==> src/rtl/bsg_manycore_sdr_token_uplink.sv <==
// Credit-based SDR uplink sender: core-side valid/ready in, registered io valid/data out,
// credits returned in decimated token pulses, with a RUN/DRAIN/OFF quiesce sequence.
module bsg_manycore_sdr_token_uplink #(
    parameter int unsigned width_p                         = 16,
    parameter int unsigned lg_fifo_depth_p                 = 3,
    parameter int unsigned lg_credit_to_token_decimation_p = 2,
    localparam int unsigned credit_width_lp                = lg_fifo_depth_p + 1
) (
    input  logic                       clk_i,
    input  logic                       reset_n_i,
    input  logic                       disable_i,
    input  logic                       v_i,
    input  logic [width_p-1:0]         data_i,
    output logic                       ready_o,
    output logic                       io_v_o,
    output logic [width_p-1:0]         io_data_o,
    input  logic                       io_token_i,
    output logic [credit_width_lp-1:0] credits_o,
    output logic                       idle_o,
    output logic                       overflow_o
);

    // One extra bit so a token landing on a full counter is visible before saturation.
    localparam int unsigned sum_width_lp = credit_width_lp + 1;
    localparam logic [credit_width_lp-1:0] full_credits_lp =
        credit_width_lp'(2 ** lg_fifo_depth_p);
    localparam logic [sum_width_lp-1:0] full_sum_lp =
        sum_width_lp'(2 ** lg_fifo_depth_p);
    localparam logic [sum_width_lp-1:0] token_credits_lp =
        sum_width_lp'(2 ** lg_credit_to_token_decimation_p);

    typedef enum logic [1:0] {
        S_RUN   = 2'd0,
        S_DRAIN = 2'd1,
        S_OFF   = 2'd2
    } state_e;

    state_e                     state_q;
    state_e                     state_d;
    logic [credit_width_lp-1:0] credits_q;
    logic [credit_width_lp-1:0] credits_d;
    logic [sum_width_lp-1:0]    credit_sum;
    logic                       credit_over;
    logic                       send;

    // Next-state and core-side ready; ready is held low while reset is asserted.
    always_comb begin
        state_d = state_q;
        ready_o = 1'b0;
        case (state_q)
            S_RUN: begin
                ready_o = reset_n_i & (credits_q != '0) & ~disable_i;
                if (disable_i) begin
                    state_d = S_DRAIN;
                end
            end
            S_DRAIN: begin
                if (credits_q == full_credits_lp) begin
                    state_d = S_OFF;
                end
            end
            S_OFF: begin
                if (!disable_i) begin
                    state_d = S_RUN;
                end
            end
            default: state_d = S_RUN;
        endcase
    end

    assign send = v_i & ready_o;

    // Credit update: a send and a token in the same cycle both apply, then saturate.
    always_comb begin
        credit_sum  = sum_width_lp'(credits_q) - sum_width_lp'(send);
        credits_d   = credits_q;
        credit_over = 1'b0;
        if (io_token_i) begin
            credit_sum = credit_sum + token_credits_lp;
        end
        if (credit_sum > full_sum_lp) begin
            credit_over = 1'b1;
            credits_d   = full_credits_lp;
        end else begin
            credits_d   = credit_width_lp'(credit_sum);
        end
    end

    always_ff @(posedge clk_i or negedge reset_n_i) begin
        if (!reset_n_i) begin
            state_q    <= S_RUN;
            credits_q  <= full_credits_lp;
            io_v_o     <= 1'b0;
            io_data_o  <= '0;
            overflow_o <= 1'b0;
        end else begin
            state_q    <= state_d;
            credits_q  <= credits_d;
            io_v_o     <= send;
            if (send) begin
                io_data_o <= data_i;
            end
            if (credit_over) begin
                overflow_o <= 1'b1;
            end
        end
    end

    assign credits_o = credits_q;
    assign idle_o    = (state_q == S_OFF);

endmodule

==> config.mk <==
export PLATFORM = sky130hd
export DESIGN_NAME = bsg_manycore_sdr_token_uplink
export DESIGN_NICKNAME = d
export VERILOG_FILES = /design/src/rtl/bsg_manycore_sdr_token_uplink.sv
export SDC_FILE = /design/constraint.sdc
export NUM_CORES = 1
export LEC_CHECK = 0
export ABC_AREA = 1
export CORE_AREA = 5 5 59 61
export CTS_CLUSTER_DIAMETER = 60
export DETAILED_ROUTE_END_ITERATION = 7
export DIE_AREA = 0 0 64 66
export PLACE_DENSITY = 0.73
export SYNTH_ARGS = -nofsm -noshare
export SYNTH_HDL_FRONTEND = slang
export SYNTH_SLANG_ARGS = --single-unit
export TNS_END_PERCENT = 1
==> constraint.sdc <==
create_clock -name clk_i -period 5.35 [get_ports clk_i]
set_input_delay 1.07 -clock clk_i [delete_from_list [all_inputs] [get_ports clk_i]]
set_output_delay 1.07 -clock clk_i [all_outputs]
set_load 0.1 [all_outputs]
* After elaboration in Yosys (flattened, before gate mapping) *
Index checks and enable logic that the tools add are counted.

storage, ports and cells
  register bits after elaboration = 24
  output and inout port bits = 24

operators by class
  add/subtract/negate cells = 2
  $lt $le $gt $ge = 1
  eq/ne operators = 6
  multiplexer cells = 8
  bitwise operators = 4
  reductions and logical operators = 3

operators by type and width
  operator                                                                         count
  2-bit two-way mux                                                                3
  2-bit inequality test, second input constant                                     3
  2-bit one-hot mux with 3 select lines                                            1
  5-bit by 3-bit adder with 5-bit output, second input constant                    1
  5-bit by 4-bit greater-than comparator with 1-bit output, second input constant  1
  5-bit two-way mux                                                                1
  4-bit by 1-bit subtractor with 5-bit output                                      1
  4-bit equality test, second input constant                                       1
  4-bit two-way mux                                                                1
  4-bit nonzero test                                                               1
  1-bit bitwise AND                                                                3
  3-bit AND reduction                                                              1
  2-bit by 1-bit equality test with 1-bit output, second input constant            1
  2-bit equality test, second input constant                                       1
  2-bit logical NOT                                                                1
  1-bit two-way mux                                                                2
  1-bit NOT                                                                        1

* Logic depth before layout (Yosys ltp) *
  depth after elaboration = 10
  gate-level depth with buffers = 21

* Least setup slack after synthesis *
OpenSTA, ideal clock, no wires.

  path kind = input to register
  start point = input port disable_i
  end point = register credits_q[0] (netlist: credits_o[0])
  data arrival time = 3235 ps
  required time = 5224 ps
  path slack = 1989 ps
  cell stages on the path = 20
  path buffers = 1
  cells stage by stage = inv_1 > nand2_1 > nor2_1 > nand2_1 > inv_2 > nand2_4 > inv_6 > buf_8 > ha_1 > ha_1 > inv_1 > nand2_1 > nand2_1 > ha_1 > nand2_1 > inv_1 > nand3_1 > nand2_1 > nand3_1 > a21oi_1

between the ends
  longest elaborated chain between the ends = 9

RTL lines
  what                                                      RTL line  source
  start: declaration                                        11        input logic disable_i,
  1-bit NOT (*)                                             52        ready_o = reset_n_i & (credits_q != '0) & ~disable_i;
  1-bit bitwise AND (*)                                     52
  1-bit two-way mux (*)                                     50        case (state_q)
  named net ready_o                                         14        output logic ready_o,
  1-bit bitwise AND (*)                                     71        assign send = v_i & ready_o;
  named net send                                            44        logic send;
  4-bit by 1-bit subtractor with 5-bit output (*)           75        credit_sum = sum_width_lp'(credits_q) - sum_width_lp'(send);
  5-bit by 3-bit adder with 5-bit output                    79        credit_sum = credit_sum + token_credits_lp;
  5-bit two-way mux (*)                                     78        if (io_token_i) begin
  5-bit by 4-bit greater-than comparator with 1-bit output  81        if (credit_sum > full_sum_lp) begin
  4-bit two-way mux (*)                                     81
  named net credits_d[0]                                    41        logic [credit_width_lp-1:0] credits_d;
  end signal: assignment                                    92        credits_q <= full_credits_lp;
  end signal: assignment                                    98        credits_q <= credits_d;
  end: declaration                                          40        logic [credit_width_lp-1:0] credits_q;

The timed path passes the listed nets; every way through them passes the cells marked *.
A chain may end at the register's enable or synchronous reset.

* Worst setup path after layout *
  start point = input port reset_n_i
  end point = register overflow_o

between the ends
  longest elaborated chain between the ends = 9

RTL lines
  what                                                          RTL line  source
  start: declaration                                            10        input logic reset_n_i,
  1-bit bitwise AND (*) (2 in series)                           52
  1-bit two-way mux (*)                                         50
  1-bit bitwise AND (*)                                         71
  4-bit by 1-bit subtractor with 5-bit output (*)               75
  5-bit by 3-bit adder with 5-bit output                        79
  5-bit two-way mux (*)                                         78
  5-bit by 4-bit greater-than comparator with 1-bit output (*)  81
  1-bit two-way mux (*)                                         81
  end signal: assignment                                        95        overflow_o <= 1'b0;
  end signal: assignment                                        104       overflow_o <= 1'b1;
  end: declaration                                              20        output logic overflow_o

Mark *: on every way between the ends. The rest lies on a longest branch, timed or not.

==> metrics <==
status completed; vias after detailed routing 963; post-route ant nets 0; number of hold buffers added after CTS 0; fill cell count 269; share of cells above drive strength 1 8.94%; Initial Util 37.6%; Setup TNS 0 ns; Setup Skew 0.00442 ns; cts bufs inserted 3; worst r2r dst overflow_o; Syn. warnings 0; die area 4220 µm²; GP Congestion 0.844; setup violators final 0; H-tree levels 1; GRT Residual Overflow 0; final non-filler cell total 212; Setup Crit Path Kind in2reg; slew of the pin with the lowest slew margin 0.978 ns; FF-to-FF setup slack 2.72 ns; syn_area_per_cell 8.33 µm²; crit-path most repeated cell nand2_1; worst hold start state_q[1]; Sink Count 24; ant diodes 0; Synth area leaders dfrtp_1, nand2_1, inv_1, nand3_1, ha_1; Post-Place Cells 208; clock period minus worst slack 3.62 ns; Clk Latency, worst-skew pair 0.30 ns; Distinct cells, synth 19; Die X 64 µm; CP arrival 3.82 ns; initial antenna violation count 0; Hold EP state_q[1]; Hold Vio Cnt, Final 0; vias in the first global route 973; post-synthesis mux area share 0%; DR iter-0 viols 32; Clk pin slew, worst setup/hold paths 0.12 ns; #FFs+latches synth 24; fmax 0.276 GHz; fin crit share 67.7%; worst-path cell chain clkdlybuf4s50_1 -> buf_4 -> nand2_1 -> nor2_1 -> nand2_1 -> inv_2 -> nand2_4 -> inv_6 -> ha_1 -> ha_1 -> nand2_1 -> nand2_1 -> ha_1 -> nand2_1 -> inv_1 -> nand3_1 -> nand2_1 -> nand3_1 -> nand2_1 -> nand2_1; CP max stage delay 0.45 ns; sequential share of the synthesized area 54.7%; Synth top area share 52.3%; drt pass-1 iters 4; hold_ws 0.481 ns; leading area contributor after synthesis dfrtp_1; DP HPWL 1880 µm; Final Slew Violations 0; chip height 66 µm; synthesized-area fraction occupied by adder cells 3.41%; CP max stage cell clkdlybuf4s50_1; Area Growth Syn to Fin 47.0%; FF-to-FF path depth 18; post_cts resized 0; Crit path required time 5.55 ns; WP buf/inv 5; Worst Hold Class reg2reg; Synth Area in Simple Gates 32.3%; Total GRT Usage 12.2%; XOR/XNOR share of the synthesized area 0%; main combinational cell family by area after synthesis simple AND/OR/NAND/NOR gates; num rows 20; RSZ-0062 raised after global routing no; Post-Syn Area 1100 µm²; Total Wirelength 2350 µm; Clock Path Buffers 2; Worst Hold Depth 1; CP Max Fanout 25; crit-path leading delay family simple AND/OR/NAND/NOR gates; first-pass GRT wire length 4220 µm; CP startpoint kind primary input; largest net degree at the start of global routing 26; Slew Limit Headroom 34.6%; final net count 204; Critical R2R Launch credits_o[3]; drt drc 0; crit path from reset_n_i; Root Buffer Master clkbuf_4; wire length per cell 11.1 µm; Synth Instances 132; Post-CTS Setup Inserts 0; Synth Area in Compound Gates 1.59%; CTS tree done; I/O pin cnt 45; IO Port Bufs 44; Syn Nets 156; max-cap violations 0; core area 2930 µm²; crit end category register; via/cell ratio 4.54
-- cell usage after synthesis, drive strengths merged --
master and number:
a21oi 1, and2 1, buf 2, dfrtp 23
dfstp 1, ha 3, inv 16, nand2 68
nand3 8, nand4 2, nor2 5, o21ai 1
o31ai 1
-- per-layer routing --
layer  vias to the layer above  global-route usage (%)  part of all wire [%]
met1                       434                    16.4                    45
met3                         2                    3.40                   7.8
li1                        495                       -                     -
met4                         0                    2.34                  0.47
met2                        32                    19.5                    47
met5                         -                       0                     0
-- worst max-delay path by stage --
stage	cells after the start	end
after floorplan	20	credits_o[0]
after detailed placement	20	overflow_o
after CTS	20	overflow_o
final	20	overflow_o
after global placement	20	credits_o[0]
after global routing	20	overflow_o
-- stage by stage --
stage	util, %	setup slack [ns]	cell area, µm²
floorplan	-	1.99	1100
global placement	53.4	1.49	1560
detailed placement	53.4	1.37	1560
CTS	55.2	1.70	1620
global route	55.2	1.38	1620
finish	55.2	1.73	1620
-- area by class of cell --
class | count | area, µm² | area share, %
multi-input cells | 90 | 410 | 25.4
repair buffers | 45 | 445 | 27.6
clock inverters | 1 | 30.0 | 1.86
inverters | 16 | 65.1 | 4.02
clock buffers | 3 | 22.5 | 1.39
well taps | 33 | 41.3 | 2.55
flip-flops and latches | 24 | 602 | 37.2
-- placed cells by master (no fill, tap or decap), types with 3 or more instances in the layout --
cell	instances
dfrtp_1	23
ha_1	3
clkdlybuf4s50_1	43
nand2_2	5
inv_1	14
nor2_1	4
clkbuf_4	3
nand2_1	62
nand3_1	8
-- kinds of logic after synthesis --
kind of cell,after synthesis
adder cells (fa/ha/maj),3
AND/OR/NAND/NOR,84
flip-flops,24
AO/OA/AOI/OAI,3
buffers and inverters,18
-- worst reg2reg max path, cell delays in order, from the launching register on --
cell     delay, ns
dfstp_2       0.59
nor2_2        0.06
nand3_1       0.08
nand2_1       0.06
inv_2         0.07
nand2_4       0.13
inv_6         0.18
ha_1          0.22
ha_1          0.22
nand2_1       0.09
nand2_1       0.09
ha_1          0.16
nand2_1       0.08
inv_1         0.06
nand3_1       0.06
nand2_1       0.10
nand3_1       0.15
nand2_1       0.10
nand2_1       0.05
-- state kept, by name, summed over array words and instances, names as in the netlist --
signal,count
state_q,2
overflow_o,1
io_v_o,1
io_data_o,16
credits_o,4
Power is left out: the tool's default activity adds up to more than one toggle a clock period on the data nets, which glitch-free logic cannot reach.
